## src/rtl/vga_pixel_timing_if.sv

```systemverilog
// Scan and sync bundle between the pixel-timing generator (master) and the
// raytracer / pin drivers (slave).
interface vga_pixel_timing_if;
  // There is no valid/ready backpressure. The slave drives enable to let the
  // scan advance. pixel_x/pixel_y are meaningful on every clk, and
  // pixel_valid marks the visible region. pix_ce marks the single clk after
  // which the scan position steps. The *_out syncs and de are retimed copies
  // intended for the pins.
  logic        enable;
  logic        pix_ce;
  logic [9:0]  pixel_x;
  logic [9:0]  pixel_y;
  logic        pixel_valid;
  logic        hsync_out;
  logic        vsync_out;
  logic        de_out;
  logic        frame_start;
  logic [15:0] frame_count;

  modport master (
    input  enable,
    output pix_ce, pixel_x, pixel_y, pixel_valid,
    output hsync_out, vsync_out, de_out, frame_start, frame_count
  );

  modport slave (
    output enable,
    input  pix_ce, pixel_x, pixel_y, pixel_valid,
    input  hsync_out, vsync_out, de_out, frame_start, frame_count
  );
endinterface

```

## src/rtl/vga_pixel_timing.sv

```systemverilog
// VGA pixel-timing generator: clock divider, h/v scan counters, frame events
// and a programmable delay line that retimes hsync/vsync/de to the RGB path.
module vga_pixel_timing #(
  parameter int H_ACTIVE   = 640,
  parameter int H_FP       = 16,
  parameter int H_SYNC     = 96,
  parameter int H_BP       = 48,
  parameter int V_ACTIVE   = 480,
  parameter int V_FP       = 10,
  parameter int V_SYNC     = 2,
  parameter int V_BP       = 33,
  parameter int CLK_DIV    = 2,
  parameter int SYNC_DELAY = 1
) (
  input  logic               clk,
  input  logic               rst_n,
  vga_pixel_timing_if.master bus
);

  localparam int H_TOTAL = H_ACTIVE + H_FP + H_SYNC + H_BP;
  localparam int V_TOTAL = V_ACTIVE + V_FP + V_SYNC + V_BP;
  localparam int DIV_W   = (CLK_DIV > 1) ? $clog2(CLK_DIV) : 1;

  localparam logic [DIV_W-1:0] DIV_LAST = DIV_W'(CLK_DIV - 1);
  localparam logic [9:0] H_LAST    = 10'(H_TOTAL - 1);
  localparam logic [9:0] V_LAST    = 10'(V_TOTAL - 1);
  localparam logic [9:0] H_VIS_END = 10'(H_ACTIVE);
  localparam logic [9:0] V_VIS_END = 10'(V_ACTIVE);
  localparam logic [9:0] HS_START  = 10'(H_ACTIVE + H_FP);
  localparam logic [9:0] HS_END    = 10'(H_ACTIVE + H_FP + H_SYNC);
  localparam logic [9:0] VS_START  = 10'(V_ACTIVE + V_FP);
  localparam logic [9:0] VS_END    = 10'(V_ACTIVE + V_FP + V_SYNC);

  // Delay-line word layout is {hsync, vsync, de}; idle value is syncs high, de low.
  localparam logic [2:0] DLY_IDLE = 3'b110;

  logic [DIV_W-1:0] div_q, div_d;
  logic [9:0]       h_q, h_d;
  logic [9:0]       v_q, v_d;
  logic [15:0]      frame_count_q, frame_count_d;
  logic             frame_start_q, frame_start_d;

  logic             pix_ce;
  logic             h_wrap;
  logic             v_wrap;
  logic             pixel_valid;
  logic             hs_raw;
  logic             vs_raw;
  logic [2:0]       raw_word;
  logic [2:0]       dly_out;

  assign pix_ce      = bus.enable && (div_q == DIV_LAST);
  assign h_wrap      = (h_q == H_LAST);
  assign v_wrap      = (v_q == V_LAST);
  assign pixel_valid = (h_q < H_VIS_END) && (v_q < V_VIS_END);
  assign hs_raw      = !((h_q >= HS_START) && (h_q < HS_END));
  assign vs_raw      = !((v_q >= VS_START) && (v_q < VS_END));
  assign raw_word    = {hs_raw, vs_raw, pixel_valid};

  always_comb begin
    div_d         = div_q;
    h_d           = h_q;
    v_d           = v_q;
    frame_count_d = frame_count_q;
    frame_start_d = 1'b0;

    // The divider holds its phase while disabled so a stall resumes mid-pixel.
    if (bus.enable) begin
      div_d = (div_q == DIV_LAST) ? '0 : div_q + 1'b1;
    end

    if (pix_ce) begin
      if (h_wrap) begin
        h_d = '0;
        if (v_wrap) begin
          v_d           = '0;
          frame_start_d = 1'b1;
          frame_count_d = frame_count_q + 16'd1;
        end else begin
          v_d = v_q + 10'd1;
        end
      end else begin
        h_d = h_q + 10'd1;
      end
    end
  end

  always_ff @(posedge clk or negedge rst_n) begin
    if (!rst_n) begin
      div_q         <= '0;
      h_q           <= '0;
      v_q           <= '0;
      frame_count_q <= '0;
      frame_start_q <= 1'b0;
    end else begin
      div_q         <= div_d;
      h_q           <= h_d;
      v_q           <= v_d;
      frame_count_q <= frame_count_d;
      frame_start_q <= frame_start_d;
    end
  end

  // The delay line free-runs on clk so it tracks the registered RGB path,
  // which is not gated by pix_ce or enable either.
  if (SYNC_DELAY == 0) begin : g_no_delay
    assign dly_out = raw_word;
  end else begin : g_delay
    logic [2:0] dly_q [SYNC_DELAY];

    always_ff @(posedge clk or negedge rst_n) begin
      if (!rst_n) begin
        for (int i = 0; i < SYNC_DELAY; i++) begin
          dly_q[i] <= DLY_IDLE;
        end
      end else begin
        dly_q[0] <= raw_word;
        for (int i = 1; i < SYNC_DELAY; i++) begin
          dly_q[i] <= dly_q[i-1];
        end
      end
    end

    assign dly_out = dly_q[SYNC_DELAY-1];
  end

  assign bus.pix_ce      = pix_ce;
  assign bus.pixel_x     = h_q;
  assign bus.pixel_y     = v_q;
  assign bus.pixel_valid = pixel_valid;
  assign bus.hsync_out   = dly_out[2];
  assign bus.vsync_out   = dly_out[1];
  assign bus.de_out      = dly_out[0];
  assign bus.frame_start = frame_start_q;
  assign bus.frame_count = frame_count_q;

endmodule

```

## src/flat_wrapper.sv

```systemverilog
// flat-port wrapper written by rule: the top's interface ports become plain ports
module vga_pixel_timing_flat 
#(
  parameter int H_ACTIVE   = 640,
  parameter int H_FP       = 16,
  parameter int H_SYNC     = 96,
  parameter int H_BP       = 48,
  parameter int V_ACTIVE   = 480,
  parameter int V_FP       = 10,
  parameter int V_SYNC     = 2,
  parameter int V_BP       = 33,
  parameter int CLK_DIV    = 2,
  parameter int SYNC_DELAY = 1
)
  (clk, rst_n, bus_enable, bus_pix_ce, bus_pixel_x, bus_pixel_y, bus_pixel_valid, bus_hsync_out, bus_vsync_out, bus_de_out, bus_frame_start, bus_frame_count);
  vga_pixel_timing_if bus_i ();
  input  logic clk;
  input  logic rst_n;
  input wire logic [$bits(bus_i.enable)-1:0] bus_enable;
  output wire logic [$bits(bus_i.pix_ce)-1:0] bus_pix_ce;
  output wire logic [$bits(bus_i.pixel_x)-1:0] bus_pixel_x;
  output wire logic [$bits(bus_i.pixel_y)-1:0] bus_pixel_y;
  output wire logic [$bits(bus_i.pixel_valid)-1:0] bus_pixel_valid;
  output wire logic [$bits(bus_i.hsync_out)-1:0] bus_hsync_out;
  output wire logic [$bits(bus_i.vsync_out)-1:0] bus_vsync_out;
  output wire logic [$bits(bus_i.de_out)-1:0] bus_de_out;
  output wire logic [$bits(bus_i.frame_start)-1:0] bus_frame_start;
  output wire logic [$bits(bus_i.frame_count)-1:0] bus_frame_count;
  assign bus_i.enable = bus_enable;
  assign bus_pix_ce = bus_i.pix_ce;
  assign bus_pixel_x = bus_i.pixel_x;
  assign bus_pixel_y = bus_i.pixel_y;
  assign bus_pixel_valid = bus_i.pixel_valid;
  assign bus_hsync_out = bus_i.hsync_out;
  assign bus_vsync_out = bus_i.vsync_out;
  assign bus_de_out = bus_i.de_out;
  assign bus_frame_start = bus_i.frame_start;
  assign bus_frame_count = bus_i.frame_count;
  vga_pixel_timing #(.H_ACTIVE(H_ACTIVE), .H_FP(H_FP), .H_SYNC(H_SYNC), .H_BP(H_BP), .V_ACTIVE(V_ACTIVE), .V_FP(V_FP), .V_SYNC(V_SYNC), .V_BP(V_BP), .CLK_DIV(CLK_DIV), .SYNC_DELAY(SYNC_DELAY)) u_core (.clk(clk), .rst_n(rst_n), .bus(bus_i));
endmodule
```

## config.mk

```make
export PLATFORM = sky130hd
export DESIGN_NAME = vga_pixel_timing_flat
export DESIGN_NICKNAME = d
export VERILOG_FILES = /design/src/rtl/vga_pixel_timing_if.sv /design/src/rtl/vga_pixel_timing.sv /design/src/flat_wrapper.sv
export SDC_FILE = /design/constraint.sdc
export NUM_CORES = 1
export LEC_CHECK = 0
export CAP_MARGIN = 30
export CORE_MARGIN = 1.5
export CORE_UTILIZATION = 30
export CTS_CLUSTER_SIZE = 25
export DETAILED_ROUTE_END_ITERATION = 7
export PLACE_DENSITY = 0.57
export REMOVE_ABC_BUFFERS = 1
export SYNTH_ARGS = -nofsm -noshare
export SYNTH_HDL_FRONTEND = slang
export SYNTH_SLANG_ARGS = --single-unit
```

## constraint.sdc

```tcl
create_clock -name clk -period 1.77 [get_ports clk]
set_input_delay 0.531 -clock clk [delete_from_list [all_inputs] [get_ports clk]]
set_output_delay 0.531 -clock clk [all_outputs]
set_load 0.01 [all_outputs]
```

# Word level (Yosys, flattened, before mapping)
# Index checks and enable logic that the tools add are counted.
# W data, S select, Z words.
# op_classes
addsub	4
magnitude_cmp	6
eq_ne	2
mux	6
reduce_logical	8
# op_table
cell	n
$add A10 B1 Y10 const B	2
$eq A10 B10 Y1 const B	2
$lt A10 B10 Y1 const B	2
$lt A10 B9 Y1 const B	2
$mux W10	2
$add A16 B1 Y16 const B	1
$ge A10 B10 Y1 const B	1
$ge A10 B9 Y1 const B	1
$logic_and A1 B1 Y1	4
$mux W1	4
$reduce_and A3 Y1	1
$logic_not A1 Y1	2
$reduce_and A2 Y1	1
$add A1 B1 Y1 const B	1
# word_totals
register_bits	41
input_bits	3
out_inout_bits	42
elab_cells	32

# Logic depth before layout (Yosys ltp)
# Gate-level depths: netlist (run 1).
# depth
word_depth	4
mapped_depth	8

# Worst setup path after synthesis (run 1)
# No wires, ideal clock.
# synth_timing
kind	register to register
from	reg u_core.h_q[0], in the netlist u_core.bus.pixel_x[0]
to	reg u_core.frame_count_q[1], in the netlist u_core.bus.frame_count[1]
setup_time_ns	0.125
arrival_ns	1.876
required_ns	1.645
setup_slack_ns	-0.231
stages_incl_launch_ff	7
path_cell_list	dfrtp_1 -> ha_1 -> nand4bb_4 -> or3_4 -> buf_6 -> nor2_1 -> mux2_2
# synth_via
elab_chain_len	2
# synth_lines
item	line_no	rtl
start, declared	vga_pixel_timing.sv:38	logic [9:0] h_q, h_d;
start signal, assigned	vga_pixel_timing.sv:91	h_q <= '0;
start signal, assigned	vga_pixel_timing.sv:97	h_q <= h_d;
$eq A10 B10 Y1	vga_pixel_timing.sv:53	assign h_wrap = (h_q == H_LAST);
$reduce_and A3 Y1 (no line)	--	
end signal, assigned	vga_pixel_timing.sv:99	frame_count_q <= frame_count_d;
end, declared	vga_pixel_timing.sv:40	logic [15:0] frame_count_q, frame_count_d;
# No other way between the ends.
# A chain may end at the register's enable or synchronous reset.

# Final worst setup path (run 1)
# layout_timing
from	reg u_core.h_q[0], in the netlist u_core.bus.pixel_x[0]
to	reg u_core.frame_count_q[6], in the netlist u_core.bus.frame_count[6]
# The elaborated chain is that of the path after synthesis.

==> results of run 1 <==
-- worst max path at each step --
stage,from,end,slack [ns],cells after the start
final,u_core.bus.pixel_x[0]$_DFFE_PN0P_,u_core.bus.frame_count[6]$_DFFE_PN0P_,-0.05,7
after global routing,u_core.bus.pixel_x[0]$_DFFE_PN0P_,u_core.bus.frame_count[6]$_DFFE_PN0P_,-0.14,7
after CTS,u_core.bus.pixel_x[0]$_DFFE_PN0P_,u_core.bus.frame_count[6]$_DFFE_PN0P_,-0.06,7
after detailed placement,bus_enable,u_core.bus.pixel_y[3]$_DFFE_PN0P_,-0.53,5
after global placement,bus_enable,bus_pix_ce,-0.50,4
after floorplan,u_core.bus.pixel_x[0]$_DFFE_PN0P_,u_core.bus.pixel_y[4]$_DFFE_PN0P_,-0.28,5
-- power groups by stage --
stage / sequential [uW] / clock (uW) / combinational, uW
floorplan: 1150 / 0 / 175
CTS: 1060 / 823 / 683
finish: 1060 / 806 / 691
detailed placement: 1100 / 0 / 562
global placement: 1100 / 0 / 557
global route: 1070 / 865 / 756
-- final cells by class --
cell class | instances | share of cell area
Clock buffer | 6 | 0.02507
Clock inverter | 2 | 0.01139
Inverter | 7 | 0.007976
Multi-Input combinational cell | 131 | 0.3304
Sequential cell | 41 | 0.3126
Tap cell | 77 | 0.02924
Timing Repair Buffer | 108 | 0.2833
-- metal layers --
layer  track usage  share of wire
met1        0.2009           0.48
met5             0              0
met2        0.2405           0.47
met3       0.03080          0.036
met4       0.04399         0.0077
-- cells in the final DEF, fill, tap and decap left out, types with 2 or more instances in the layout --
| cell type | synthesis | routed |
|---|---|---|
| dlygate4sd2_1 | 0 | 22 |
| nor3_1 | 9 | 4 |
| nand3_2 | 1 | 2 |
| nand4_1 | 13 | 13 |
| nor4_4 | 2 | 4 |
| and4_1 | 4 | 3 |
| dlymetal6s2s_1 | 0 | 6 |
| clkdlybuf4s50_1 | 0 | 13 |
| ha_1 | 5 | 4 |
| nor2_4 | 0 | 2 |
| dfstp_2 | 2 | 2 |
| buf_12 | 0 | 2 |
| xor2_1 | 11 | 11 |
| buf_2 | 3 | 2 |
| dfrtp_1 | 39 | 38 |
| nand3_1 | 16 | 15 |
| xnor2_1 | 16 | 16 |
| nand2_1 | 9 | 9 |
| nor3_4 | 0 | 4 |
| buf_4 | 0 | 59 |
| buf_6 | 1 | 2 |
| and2_1 | 2 | 2 |
| inv_1 | 7 | 7 |
| o21ai_0 | 4 | 2 |
| clkbuf_8 | 0 | 6 |
| or4_1 | 2 | 2 |
| nor2_1 | 8 | 6 |
| and3_1 | 8 | 8 |
-- what timing repair did --
| action | 4_1_cts | 5_1_grt |
|---|---|---|
| setup endpoints to repair | 64 | 29 |
| hold endpoints to repair | 0 | 0 |
| setup buffers | 19 | 3 |
| gates resized for setup | 45 | 21 |
| pin swaps | 15 | 6 |
-- sequential cells by signal, indices dropped and copies added (netlist names) --
register,flops
u_core.bus.frame_count,16
u_core.bus.pixel_x,10
u_core.bus.pixel_y,10
u_core.dly_out,3
u_core.bus.frame_start,1
u_core.div_q,1
-- metrics by stage --
step                      hold slack [ns]  utilization  instances  setup WS (ns)  setup TNS [ns]
after floorplan                    0.2354            -        179        -0.2764          -1.520
after global placement             0.4411       0.4473        342        -0.4956          -12.56
after detailed placement           0.4426       0.4473        342        -0.5323          -13.30
after CTS                          0.1591       0.4946        369       -0.05835        -0.09843
after global routing               0.1658       0.5101        372        -0.1362         -0.6887
final                              0.1603       0.5101        372       -0.04832        -0.04832
-- critical path, delay by kind of cell, from the launching register on --
family | cells | cell delay, ns
AND/OR/NAND/NOR | 3 | 0.82
flip-flops | 1 | 0.39
buffers and inverters | 2 | 0.25
XOR/XNOR | 1 | 0.16
adder cells (fa/ha/maj) | 1 | 0.13
-- logic make-up (layout without fill, tap and decap cells) --
group,count (synthesis),count (layout),synth area share
compound gates,12,12,0.03788
simple gates,84,84,0.2700
flops,41,41,0.5021
mux,3,3,0.01588
fa+ha+maj,5,5,0.03054
buf+inv,12,123,0.02810
xor+xnor,27,27,0.1155
==> key figures, run 1 <==
Power
  • Power Total: 2554 uW
  • Leak: 0.001788 uW
  • Power Dens Cells: 775.3 mW/mm^2
  • Internal Power: 1822 uW
  • Switching portion of total power: 0.2866
  • Combinational share of power: 0.271
  • Sw Pwr: 731.9 uW
  • Maximum vdd ir drop: 0.4532 mV
  • Sequential Power Share: 0.414
  • Clock Power Share: 0.316

Global route
  • Vias in the first global route: 1851
  • Largest net degree at the start of global routing: 18
  • Total GRT Usage: 0.1485
  • First-pass GRT wire length: 8.631 mm
  • GRT Residual Overflow: 0
  • Initial antenna violation count: 0

Route
  • WL final: 5.212 mm
  • Vias: 1781
  • DR pass1 iterations: 6
  • Number of nets with antenna violations after routing: 0
  • Vias per inst: 4.788
  • Number of remaining DRC errors: 2
  • 1st-iter DRT viols: 67
  • Routed length per instance: 14.01 um

Clock tree
  • Clock latency on the worst-skew pair: 0.29 ns
  • H-tree levels: 2
  • Clock-pin slew on the worst setup and hold paths: 0.09 ns
  • Max clock buf depth: 2
  • Root Driver: clkbuf_8
  • Clock tree from TritonCTS: built
  • Num CTS Buffers: 5
  • Clock sinks: 41
  • Hold_buf cts: 0

Floorplan
  • Die ar.: 0.007332 mm^2
  • Row count: 29
  • Chip Height: 85.63 um
  • Initial Util: 0.3171
  • # IOs: 45
  • Die width: 85.63 um
  • Core ar.: 0.006459 mm^2

Worst hold path
  • Min-delay worst type: in2async

Timing
  • Slew HR: 0.7255
  • Final hold violation count: 0
  • Pins Over Slew Limit: 0
  • RSZ-0062 raised after global routing: true
  • Final worst-path cycle share: 1.027
  • Final setup vio count: 1
  • Final setup margin: -0.04832 ns
  • Actual slew at the worst max-slew pin: 0.4117 ns
  • Max Fclk: 550.0 MHz
  • Minimum clock period: 1.818 ns
  • Skew final: 0.007337 ns

Synth
  • Synth area leader: dfrtp_1
  • #FFs+latches synth: 41
  • YS warnings: 0
  • Predominant post-synthesis flop cell: dfrtp_1
  • Cell variety after synth: 38
  • Top cell type's share of synthesized area: 0.4765
  • EDFF count, synth: 0
  • Top-count cell post-synth: dfrtp_1
  • Top cells by count, synth: dfrtp_1, nand3_1, xnor2_1
  • Syn Area/Cell: 11.13 um^2
  • Async S/R FF share, synth: 1.000
  • Seq/Total Area, Yosys: 0.5021
  • Synth top area cells: dfrtp_1, xnor2_1, xor2_1
  • Mapped cell area: 0.002048 mm^2
  • Syn Inst Count: 184

Setup path
  • Slowest stage delay, CP: 0.44 ns
  • RR Startpoint: u_core.bus.pixel_x[0]$_DFFE_PN0P_
  • Critical Path AT: 2.04 ns
  • FF-to-FF setup slack: -0.05 ns
  • R2R Path End: u_core.bus.frame_count[6]$_DFFE_PN0P_
  • Critical path class: reg2reg
  • Cell count of the worst reg-to-reg path: 7
  • CP max FO: 5
  • CP Capture Type: flip-flop
  • Worst-path cell chain: buf_6 -> ha_4 -> nand4bb_4 -> or3_4 -> buf_6 -> nor4_4 -> xor2_1
  • CP most frequent cell: buf_6
  • CP required: 1.99 ns
  • CP max-delay cell: or3_4
  • Crit start category: flip-flop

Flow run
  • Max-cap violation count: 0

Layout
  • Area Growth Syn to Fin: 60.84%
  • Register area: 0.001030 mm^2
  • Fraction of layout cells with a size suffix above 1: 0.3492
  • Finished layout cell area: 0.003294 mm^2
  • N_diodes: 0
  • Fillers: 589
  • Layout Nets: 302
  • Area of the multi-input gates: 0.001089 mm^2

Place
  • PortBufs: 44
  • Gpl congestion: 0.7952
  • Dpl hpwl: 3.630 mm
  • Placement Cell Area: 0.002889 mm^2

Outcome
  • Status: finished with violations
  • Violated checks: design-rule violations, negative setup slack
(Power assumes the default switching activity.)
==> run 2, diff against run 1 <==
--- a/config.mk
+++ b/config.mk
@@ -7,10 +7,10 @@
 export LEC_CHECK = 0
 export CAP_MARGIN = 30
 export CORE_MARGIN = 1.5
-export CORE_UTILIZATION = 30
+export CORE_UTILIZATION = 40
 export CTS_CLUSTER_SIZE = 25
 export DETAILED_ROUTE_END_ITERATION = 7
-export PLACE_DENSITY = 0.57
+export PLACE_DENSITY = 0.71
 export REMOVE_ABC_BUFFERS = 1
 export SYNTH_ARGS = -nofsm -noshare
 export SYNTH_HDL_FRONTEND = slang
==> run 2 against run 1 <==
The run ends with negative setup slack left. Register-to-register slack improved by 0.04 ns. Worst setup slack gained 0.039 ns. Sequential share of layout area up 0.40 points. Die area is 24% lower. Utilization up 17 points. Final cell count is 4.3% lower. Flip-flop and latch count stayed put. Global-route usage rose by 5.8 points. Clock power up 12%. Total power up 3.6%. Critical path depth unchanged. Non-clock buffer count down 6.
==> key figures, run 2 (synthesis gave the netlist of run 1 again) <==
Layout
  • Fillers: 401 (was 589)
  • Finished layout cell area: 0.003257 mm^2 (was 0.003294 mm^2)
  • N_diodes: 0 (unchanged)
  • Final core utilization: 0.6761 (was 0.5101)
  • Number of flip-flops in the largest register: 16 (unchanged)
  • Area of the multi-input gates: 0.001066 mm^2 (was 0.001089 mm^2)
  • Most common cell after layout, fill and taps aside: buf_4 (unchanged)
  • Most frequent cells in the layout: buf_4, dfrtp_1, dlygate4sd2_1 (unchanged)
  • Area Growth Syn to Fin: 59.01% (was 60.84%)
  • Register area: 0.001031 mm^2 (was 0.001030 mm^2)
  • Layout Nets: 296 (was 302)
  • Fraction of layout cells with a size suffix above 1: 0.3356 (was 0.3492)

Setup path
  • CP Capture Type: flip-flop (unchanged)
  • Crit start category: flip-flop (unchanged)
  • Cell count of the worst reg-to-reg path: 7 (unchanged)
  • Critical path class: reg2reg (unchanged)
  • Critical Path AT: 2.00 ns (was 2.04 ns)
  • R2R Path End: u_core.bus.frame_count[6]$_DFFE_PN0P_ (unchanged)
  • RR Startpoint: u_core.bus.pixel_x[1]$_DFFE_PN0P_ (was u_core.bus.pixel_x[0]$_DFFE_PN0P_)
  • CP required: 1.99 ns (about the same)
  • FF-to-FF setup slack: -0.009 ns (was -0.05 ns)
  • Slowest stage delay, CP: 0.42 ns (was 0.44 ns)
  • Worst-path cell chain: buf_4 -> ha_4 -> nand4bb_4 -> or3_4 -> buf_6 -> nor4_4 -> xor2_1 (was buf_6 -> ha_4 -> nand4bb_4 -> or3_4 -> buf_6 -> nor4_4 -> xor2_1)
  • CP max-delay cell: or3_4 (unchanged)
  • CP max FO: 4 (was 5)

Outcome
  • Status: finished with violations (unchanged)
  • Violated checks: negative setup slack (was design-rule violations, negative setup slack)

Route
  • Vias per inst: 5.202 (was 4.788)
  • Number of remaining DRC errors: 0 (was 2)
  • Number of nets with antenna violations after routing: 0 (unchanged)
  • WL final: 5.226 mm (was 5.212 mm)
  • Routed length per instance: 14.68 um (was 14.01 um)
  • Vias: 1852 (was 1781)
  • 1st-iter DRT viols: 82 (was 67)
  • DR pass1 iterations: 4 (was 6)

Timing
  • Pins Over Slew Limit: 0 (unchanged)
  • Final worst-path cycle share: 1.005 (was 1.027)
  • Final setup margin: -0.008939 ns (was -0.04832 ns)
  • Skew final: 0.008676 ns (was 0.007337 ns)
  • Slew HR: 0.7238 (was 0.7255)
  • Final setup vio count: 2 (was 1)
  • RSZ-0062 raised after global routing: true (unchanged)
  • Setup tns final: -0.01390 ns (was -0.04832 ns)
  • Minimum clock period: 1.779 ns (was 1.818 ns)
  • Max Fclk: 562.1 MHz (was 550.0 MHz)
  • Actual slew at the worst max-slew pin: 0.4132 ns (was 0.4117 ns)
  • Final hold violation count: 0 (unchanged)

Power
  • Power Total: 2647 uW (was 2554 uW)
  • Leak: 0.001793 uW (was 0.001788 uW)
  • Power Dens Cells: 812.7 mW/mm^2 (was 775.3 mW/mm^2)
  • Maximum vdd ir drop: 0.3898 mV (was 0.4532 mV)

Global route
  • Total GRT Usage: 0.2060 (was 0.1485)
  • Vias in the first global route: 1838 (was 1851)
  • GRT Residual Overflow: 0 (unchanged)
  • First-pass GRT wire length: 8.707 mm (was 8.631 mm)
  • Largest net degree at the start of global routing: 25 (was 18)
  • Initial antenna violation count: 0 (unchanged)

Place
  • Gpl congestion: 0.8426 (was 0.7952)
  • Placement Cell Area: 0.002844 mm^2 (was 0.002889 mm^2)
  • PortBufs: 44 (unchanged)
  • Dpl hpwl: 3.538 mm (was 3.630 mm)

Clock tree
  • H-tree levels: 2 (unchanged)
  • Num CTS Buffers: 5 (unchanged)
  • Max clock buf depth: 2 (unchanged)
  • Clock-pin slew on the worst setup and hold paths: 0.09 ns (about the same)
  • Root Driver: clkbuf_8 (unchanged)
  • Clock tree from TritonCTS: built (unchanged)
  • Clock sinks: 41 (unchanged)
  • Clock latency on the worst-skew pair: 0.30 ns (was 0.29 ns)

Flow run
  • Max-cap violation count: 0 (unchanged)

Floorplan
  • # IOs: 45 (unchanged)
  • Die ar.: 0.005558 mm^2 (was 0.007332 mm^2)
  • Row count: 25 (was 29)
  • Chip Height: 74.56 um (was 85.63 um)
  • Initial Util: 0.4252 (was 0.3171)
  • Die width: 74.56 um (was 85.63 um)
  • Core ar.: 0.004817 mm^2 (was 0.006459 mm^2)

Worst hold path
  • Min-delay worst type: in2async (unchanged)
-- run 2: cell count changes in the layout (fill, tap and decap cells not counted), moves of 2 or more --
cell,previous run,this run
nor2_4,2,0
buf_4,59,49
clkdlybuf4s50_1,13,10
buf_6,2,6
-- run 2: worst max-delay path: cells and delay by family (launching register included) --
kind	cells	cell delay (ns)
DFF	1	0.36
buffers and inverters	2	0.26
and+or+nand+nor	3	0.78
xor gates and xnor gates	1	0.16
adders and majority gates	1	0.15
-- run 2: metal layers --
metal | vias up | GRT usage | wire (um)
li1 | 869 | - | -
met1 | 930 | 0.2581 | 2293
met2 | 42 | 0.3452 | 2628
met3 | 11 | 0.04878 | 207
met4 | 0 | 0.07879 | 97
met5 | - | 0 | 0
-- run 2: report_power, final --
part	internal (uW)	leakage [uW]	switching, uW
registers	1010	0.000538	50.3
logic	352	0.00119	333
clock network	560	0.0000681	344
total	1920	0.00179	727
-- run 2: area by class of cell --
type                       instances  share of cell area
multi-input combinational        131              0.3273
clock inverter                     3             0.01998
tap                               67             0.02574
inverter                           7            0.008068
clock buffer                       5             0.02113
timing repair buffer             102              0.2812
sequential                        41              0.3166
-- run 2: how the worst max path moves through the flow --
stage,to,slack [ns],depth (start not counted),from
after floorplan,u_core.bus.pixel_y[4]$_DFFE_PN0P_,-0.28,5,u_core.bus.pixel_x[0]$_DFFE_PN0P_
after global placement,bus_pix_ce,-0.54,4,bus_enable
after detailed placement,u_core.bus.pixel_y[7]$_DFFE_PN0P_,-0.57,6,bus_enable
after CTS,u_core.bus.frame_count[6]$_DFFE_PN0P_,-0.02,7,u_core.bus.pixel_x[1]$_DFFE_PN0P_
after global routing,bus_pixel_valid,-0.07,3,u_core.bus.pixel_y[7]$_DFFE_PN0P_
final,u_core.bus.frame_count[6]$_DFFE_PN0P_,-0.009,7,u_core.bus.pixel_x[1]$_DFFE_PN0P_
-- run 2: metrics by stage --
step / hold WS [ns] / instances / setup WS (ns)
floorplan: 0.2354 / 179 / -0.2764
global placement: 0.4630 / 326 / -0.5365
detailed placement: 0.4622 / 326 / -0.5701
CTS: 0.1585 / 352 / -0.01846
global route: 0.1719 / 356 / -0.06768
finish: 0.1480 / 356 / -0.008939
-- run 2: repair_timing --
action / 4_1_cts / 5_1_grt
resized for setup: 42 / 28
setup endpoints to repair: 64 / 32
hold buffers: 0 / 0
pin swaps: 8 / 16
setup buffers: 18 / 4
